`config.mk`:
```
export PLATFORM = sky130hd
export DESIGN_NAME = serial_subtractor_flat
export DESIGN_NICKNAME = d
export VERILOG_FILES = /design/src/rtl/serial_subtractor_pkg.sv /design/src/rtl/serial_subtractor_if.sv /design/src/rtl/serial_subtractor_fullsubtractor_cell.sv /design/src/rtl/serial_subtractor.sv /design/src/flat_wrapper.sv
export SDC_FILE = /design/constraint.sdc
export NUM_CORES = 1
export LEC_CHECK = 0
export ABC_AREA = 1
export BUFFER_PORTS_ARGS = -buffer_cell sky130_fd_sc_hd__buf_2
export CAP_MARGIN = 40
export CELL_PAD_IN_SITES_DETAIL_PLACEMENT = 1
export CELL_PAD_IN_SITES_GLOBAL_PLACEMENT = 2
export CORE_MARGIN = 1.5
export CORE_UTILIZATION = 29
export CTS_CLUSTER_DIAMETER = 200
export CTS_CLUSTER_SIZE = 28
export DETAILED_ROUTE_END_ITERATION = 10
export PLACE_DENSITY_LB_ADDON = 0.1
export SLEW_MARGIN = 20
export SYNTH_ARGS = -nofsm -noshare
export SYNTH_HDL_FRONTEND = slang
export SYNTH_SLANG_ARGS = --single-unit
```
`constraint.sdc`:
```
create_clock -name clk -period 1.3 [get_ports clk]
set_clock_uncertainty 0.1 [all_clocks]
set_input_delay 0.26 -clock clk [delete_from_list [all_inputs] [get_ports clk]]
set_output_delay 0.26 -clock clk [all_outputs]
set_load 0.005 [all_outputs]
```
`src/rtl/serial_subtractor_pkg.sv`:
```
// Shared definitions for the bit-serial subtractor: FSM encoding and default width.
package serial_subtractor_pkg;

    localparam int DEFAULT_WIDTH = 8;

    typedef enum logic [1:0] {
        IDLE  = 2'd0,
        SHIFT = 2'd1,
        DONE  = 2'd2
    } state_e;

endpackage

```
`src/rtl/serial_subtractor_if.sv`:
```
// Start/busy/done handshake plus operand and result buses of the serial subtractor.
interface serial_subtractor_if
    import serial_subtractor_pkg::*;
#(
    parameter int WIDTH = DEFAULT_WIDTH
) ();

    logic             start;
    logic [WIDTH-1:0] a;
    logic [WIDTH-1:0] b;
    logic             busy;
    logic             done;
    logic [WIDTH-1:0] d;
    logic             bout;

    modport master (
        output start, a, b,
        input  busy, done, d, bout
    );

    modport slave (
        input  start, a, b,
        output busy, done, d, bout
    );

endinterface

```
`src/rtl/serial_subtractor_fullsubtractor_cell.sv`:
```
// One-bit full subtractor assembled from two dataflow half subtractors.
module halfsubtractor_df (
    input  logic a_i,
    input  logic b_i,
    output logic d_o,
    output logic bout_o
);

    assign d_o    = a_i ^ b_i;
    assign bout_o = ~a_i & b_i;

endmodule

module fullsubtractor_cell (
    input  logic a_i,
    input  logic b_i,
    input  logic bin_i,
    output logic d_o,
    output logic bout_o
);

    logic d1;
    logic b1;
    logic b2;

    halfsubtractor_df u_hs_ab (
        .a_i    (a_i),
        .b_i    (b_i),
        .d_o    (d1),
        .bout_o (b1)
    );

    // Second stage subtracts the incoming borrow from the partial difference.
    halfsubtractor_df u_hs_bin (
        .a_i    (d1),
        .b_i    (bin_i),
        .d_o    (d_o),
        .bout_o (b2)
    );

    assign bout_o = b1 | b2;

endmodule

```
`src/rtl/serial_subtractor.sv`:
```
// Bit-serial a-b, LSB first, one full-subtractor cell reused over WIDTH cycles.
module serial_subtractor
    import serial_subtractor_pkg::*;
#(
    parameter int WIDTH = DEFAULT_WIDTH
) (
    input  logic                 clk,
    input  logic                 rst_n,
    serial_subtractor_if.slave   bus
);

    localparam int                CNT_W    = $clog2(WIDTH + 1);
    localparam logic [CNT_W-1:0]  LAST_CNT = CNT_W'(WIDTH - 1);

    state_e             state_q, state_d;
    logic [WIDTH-1:0]   sa_q, sa_d;
    logic [WIDTH-1:0]   sb_q, sb_d;
    logic [WIDTH-1:0]   sr_q, sr_d;
    logic               brw_q, brw_d;
    logic [CNT_W-1:0]   cnt_q, cnt_d;
    logic [WIDTH-1:0]   d_q, d_d;
    logic               bout_q, bout_d;

    logic               bit_diff;
    logic               bit_borrow;

    fullsubtractor_cell u_cell (
        .a_i    (sa_q[0]),
        .b_i    (sb_q[0]),
        .bin_i  (brw_q),
        .d_o    (bit_diff),
        .bout_o (bit_borrow)
    );

    always_ff @(posedge clk or negedge rst_n) begin
        if (!rst_n) begin
            state_q <= IDLE;
            sa_q    <= '0;
            sb_q    <= '0;
            sr_q    <= '0;
            brw_q   <= 1'b0;
            cnt_q   <= '0;
            d_q     <= '0;
            bout_q  <= 1'b0;
        end else begin
            state_q <= state_d;
            sa_q    <= sa_d;
            sb_q    <= sb_d;
            sr_q    <= sr_d;
            brw_q   <= brw_d;
            cnt_q   <= cnt_d;
            d_q     <= d_d;
            bout_q  <= bout_d;
        end
    end

    always_comb begin
        state_d = state_q;
        sa_d    = sa_q;
        sb_d    = sb_q;
        sr_d    = sr_q;
        brw_d   = brw_q;
        cnt_d   = cnt_q;
        d_d     = d_q;
        bout_d  = bout_q;

        case (state_q)
            IDLE: begin
                if (bus.start) begin
                    sa_d    = bus.a;
                    sb_d    = bus.b;
                    sr_d    = '0;
                    brw_d   = 1'b0;
                    cnt_d   = '0;
                    state_d = SHIFT;
                end
            end
            SHIFT: begin
                sr_d  = {bit_diff, sr_q[WIDTH-1:1]};
                sa_d  = {1'b0, sa_q[WIDTH-1:1]};
                sb_d  = {1'b0, sb_q[WIDTH-1:1]};
                brw_d = bit_borrow;
                cnt_d = cnt_q + CNT_W'(1);
                // The last bit lands straight in the result register, so d is complete on DONE entry.
                if (cnt_q == LAST_CNT) begin
                    d_d     = {bit_diff, sr_q[WIDTH-1:1]};
                    bout_d  = bit_borrow;
                    state_d = DONE;
                end
            end
            DONE:    state_d = IDLE;
            default: state_d = IDLE;
        endcase
    end

    assign bus.busy = (state_q == SHIFT);
    assign bus.done = (state_q == DONE);
    assign bus.d    = d_q;
    assign bus.bout = bout_q;

endmodule

```
`src/flat_wrapper.sv`:
```
// flat-port wrapper written by rule: the top's interface ports become plain ports
module serial_subtractor_flat import serial_subtractor_pkg::*;
#(
    parameter int WIDTH = DEFAULT_WIDTH
)
  (clk, rst_n, bus_start, bus_a, bus_b, bus_busy, bus_done, bus_d, bus_bout);
  serial_subtractor_if #(.WIDTH(WIDTH)) bus_i ();
  input  logic clk;
  input  logic rst_n;
  input wire logic [$bits(bus_i.start)-1:0] bus_start;
  input wire logic [$bits(bus_i.a)-1:0] bus_a;
  input wire logic [$bits(bus_i.b)-1:0] bus_b;
  output wire logic [$bits(bus_i.busy)-1:0] bus_busy;
  output wire logic [$bits(bus_i.done)-1:0] bus_done;
  output wire logic [$bits(bus_i.d)-1:0] bus_d;
  output wire logic [$bits(bus_i.bout)-1:0] bus_bout;
  assign bus_i.start = bus_start;
  assign bus_i.a = bus_a;
  assign bus_i.b = bus_b;
  assign bus_busy = bus_i.busy;
  assign bus_done = bus_i.done;
  assign bus_d = bus_i.d;
  assign bus_bout = bus_i.bout;
  serial_subtractor #(.WIDTH(WIDTH)) u_core (.clk(clk), .rst_n(rst_n), .bus(bus_i));
endmodule
```
==> results by group <==
Outcome
  • Status: finished with violations
  • Failing checks: setup timing

Power and ir drop
  • Power Density: 2389 nW/µm²
  • Lkg Pwr: 1.186 nW
  • Worst VDD drop: around 730 µV

Synth
  • Yosys reg bits: 39
  • Number of distinct library cells after synthesis: 19
  • Register area share after synthesis: 0.5727
  • Mapped Area: 1704 µm²
  • Syn avg cell area: about 8.9 µm²
  • Post-Syn Nets: 213
  • Synthesized instance count: 192
  • Number of synthesis warnings: 0

Floorplanning
  • Cell row count: 27
  • Core Area: approximately 5600 µm²
  • IO Count: 30
  • DIE WIDTH: 79.66 µm
  • Initial Util: 0.3057
  • Die height: 79.66 µm
  • Die ar.: 6345 µm²

Critical path
  • Data arrival, critical path: around 1.0 ns
  • Crit end category: primary output
  • Req. time, crit path: 0.94 ns
  • Setup crit start: u_core.state_q[0]
  • Startpoint Class: register
  • Setup Crit Path Kind: reg -> out
  • R2R Path Start: u_core.cnt_q[1]
  • Worst Path Max Fanout: 2

STA
  • Post-route setup slack: -0.08329 ns
  • Rel. slew slack: 0.8244
  • Fin crit share: 1.064
  • Final hold vios: 0
  • Maximum clock rate: between 700 and 800 MHz
  • Slew @ Worst Pin: 0.2635 ns
  • Final setup viols: 12
  • Setup TNS: -0.6622 ns
  • Post-route minimum period: 1.383 ns
  • RSZ-0062 raised after global routing: yes
  • Max-slew violations: 0

Global routing
  • Vias in the first global route: ~1600
  • First-pass GRT wire length: 7.935 mm
  • Pin count of the biggest net entering global routing: 40
  • Gr usage total: 0.1624
  • GR Overflow Total: 0
  • Initial antenna violation count: 0

Clock tree
  • Inserted Clock Buffers: 5
  • CTS sink cnt: 39
  • Worst-Skew Late Latency: 0.29 ns
  • Clk pin slew, worst setup/hold paths: 0.07 ns
  • TritonCTS clock tree: done
  • Root Buffer: clkbuf_8
  • Clock Path Buffers: 2
  • H-tree depth: 2

Placement
  • I/O Buffers: 29
  • Final Wtd Congestion: between 0.7 and 0.8
  • DPL Wire Length: approximately 3 mm

Detailed routing
  • Total number of vias: around 1500
  • ANT nets after route: 0
  • Detailed Route Iter0 Violations: 111
  • Drt pass-1 iters: 4
  • Overall routed net length: 4.943 mm
  • DR vias/cell: between 4 and 5
  • DRC: 0
  • Wire length per cell: 15.69 µm

Layout
  • Share of cells above drive strength 1: 0.3498
  • P&R area growth vs syn: 37.89%
  • N_diodes: 0
  • Final net count: roughly 260
  • Core Util, Final: 0.4215

Hold path
  • Hold Startpoint: bus_a[7]
  • Worst min path class: in -> reg

Flow run
  • Max Cap Viol: 0
-- kinds of logic (layout without fill, tap and decap cells) --
logic type,count (synthesis),after routing,synth area share
and+or+nand+nor,133,135,0.3392
AOI/OAI and AO/OA,4,4,0.01982
adders and majority gates,2,2,0.01909
DFF,39,39,0.5727
buffers and inverters,14,63,0.04918
-- registers in the layout, summed over array words and instances, names as in the netlist --
register         flops
u_core.sb_q          8
u_core.bus.bout      1
u_core.brw_q         1
u_core.sr_q          7
u_core.cnt_q         4
u_core.bus.d         8
u_core.state_q       2
u_core.sa_q          8
-- repair_timing --
| action | 4_1_cts | 5_1_grt |
|---|---|---|
| pin swaps | 3 | 6 |
| hold buffers | 1 | 0 |
| buffers inserted | 4 | 3 |
| endpoints found under the setup margin | 12 | 34 |
| gates resized for setup | 8 | 27 |
| cloned | 1 | 2 |
| endpoints found under the hold margin | 39 | 0 |
-- final cells by class --
class | instances | area (µm²)
fillers | 679 | 3224
flip-flops and latches | 39 | 975.9
multi-input cells | 141 | 740.7
repair buffers | 49 | 397.9
well taps | 72 | 90.09
clock buffers | 6 | 82.58
clock inverters | 2 | 35.03
inverters | 6 | 27.53
-- final timing paths --
kind	cells after the start	slack, ns	end
setup / recovery	3	-0.08	bus_done
hold reg to reg	2	0.39	u_core.bus.d[0]
setup reg to reg	6	-0.08	u_core.bus.d[0]
hold / removal	3	0.06	u_core.sa_q[7]
min in group asynchronous	3	0.38	u_core.sa_q[2]
max in group asynchronous	3	0.52	u_core.sr_q[3]
-- power by group --
group / switching [mW] / leakage [nW] / total, mW / internal (mW)
Sequential: 0.376 / 0.498 / 2.12 / 1.74
Combinational: 1.31 / 0.626 / 2.44 / 1.13
Clock: 0.436 / 0.0612 / 1.06 / 0.621
-- through the flow --
step	worst slack, ns	cells	hold slack (ns)	power, mW	area, µm²
after floorplan	0.04490	192	-0.1356	3.264	1704
after global placement	0.01268	296	0.1461	3.961	2012
after detailed placement	-0.02748	296	0.1511	4.056	2012
after CTS	-0.08294	310	0.05968	5.319	2207
after global routing	-0.1588	315	0.06427	6.063	2350
final	-0.08329	315	0.06467	5.613	2350
-- synthesized netlist by cell type, drive strengths merged --
master  count  share of area
a21oi       1         0.0029
buf         8          0.035
clkinv      1         0.0029
dfrtp      39           0.57
fa          1          0.012
ha          1         0.0073
inv         5          0.011
nand2      83           0.19
nand3      43           0.13
nand4       1         0.0037
nor2        6          0.022
o21ai       1         0.0029
o21bai      1         0.0066
o22ai       1         0.0073
-- per-layer routing --
metal	global-route usage	vias to the layer above	share of wire
li1	-	717	-
met1	0.2182	767	0.47
met2	0.2644	29	0.48
met3	0.03886	8	0.037
met4	0.03684	0	0.014
met5	0	-	0
-- placed cells by master, fill, tap and decap left out --
master and count:
buf_2 28, clkbuf_8 6, dlygate4sd3_1 1, nand2_8 1, ha_2 1, inv_1 3, clkinv_2 1, fa_2 1
nor2_4 4, nand4_1 1, a21oi_1 1, o21ai_0 1, nor2_1 3, nand3_2 1, buf_4 7, buf_6 8
nand2_1 67, nand2_2 13, bufinv_16 1, nand2_4 3, clkbuf_16 1, o22ai_2 1, nand3_1 42, o21bai_2 1
inv_2 2, buf_12 4, dfrtp_1 39, clkinv_4 1
-- worst max-delay path, cell delays in order, from the launching register on --
cell and delay, ns:
dfrtp_1 0.42, buf_6 0.13, nor2_1 0.07, buf_2 0.11
No activity file was read; power rests on OpenSTA's default activity.
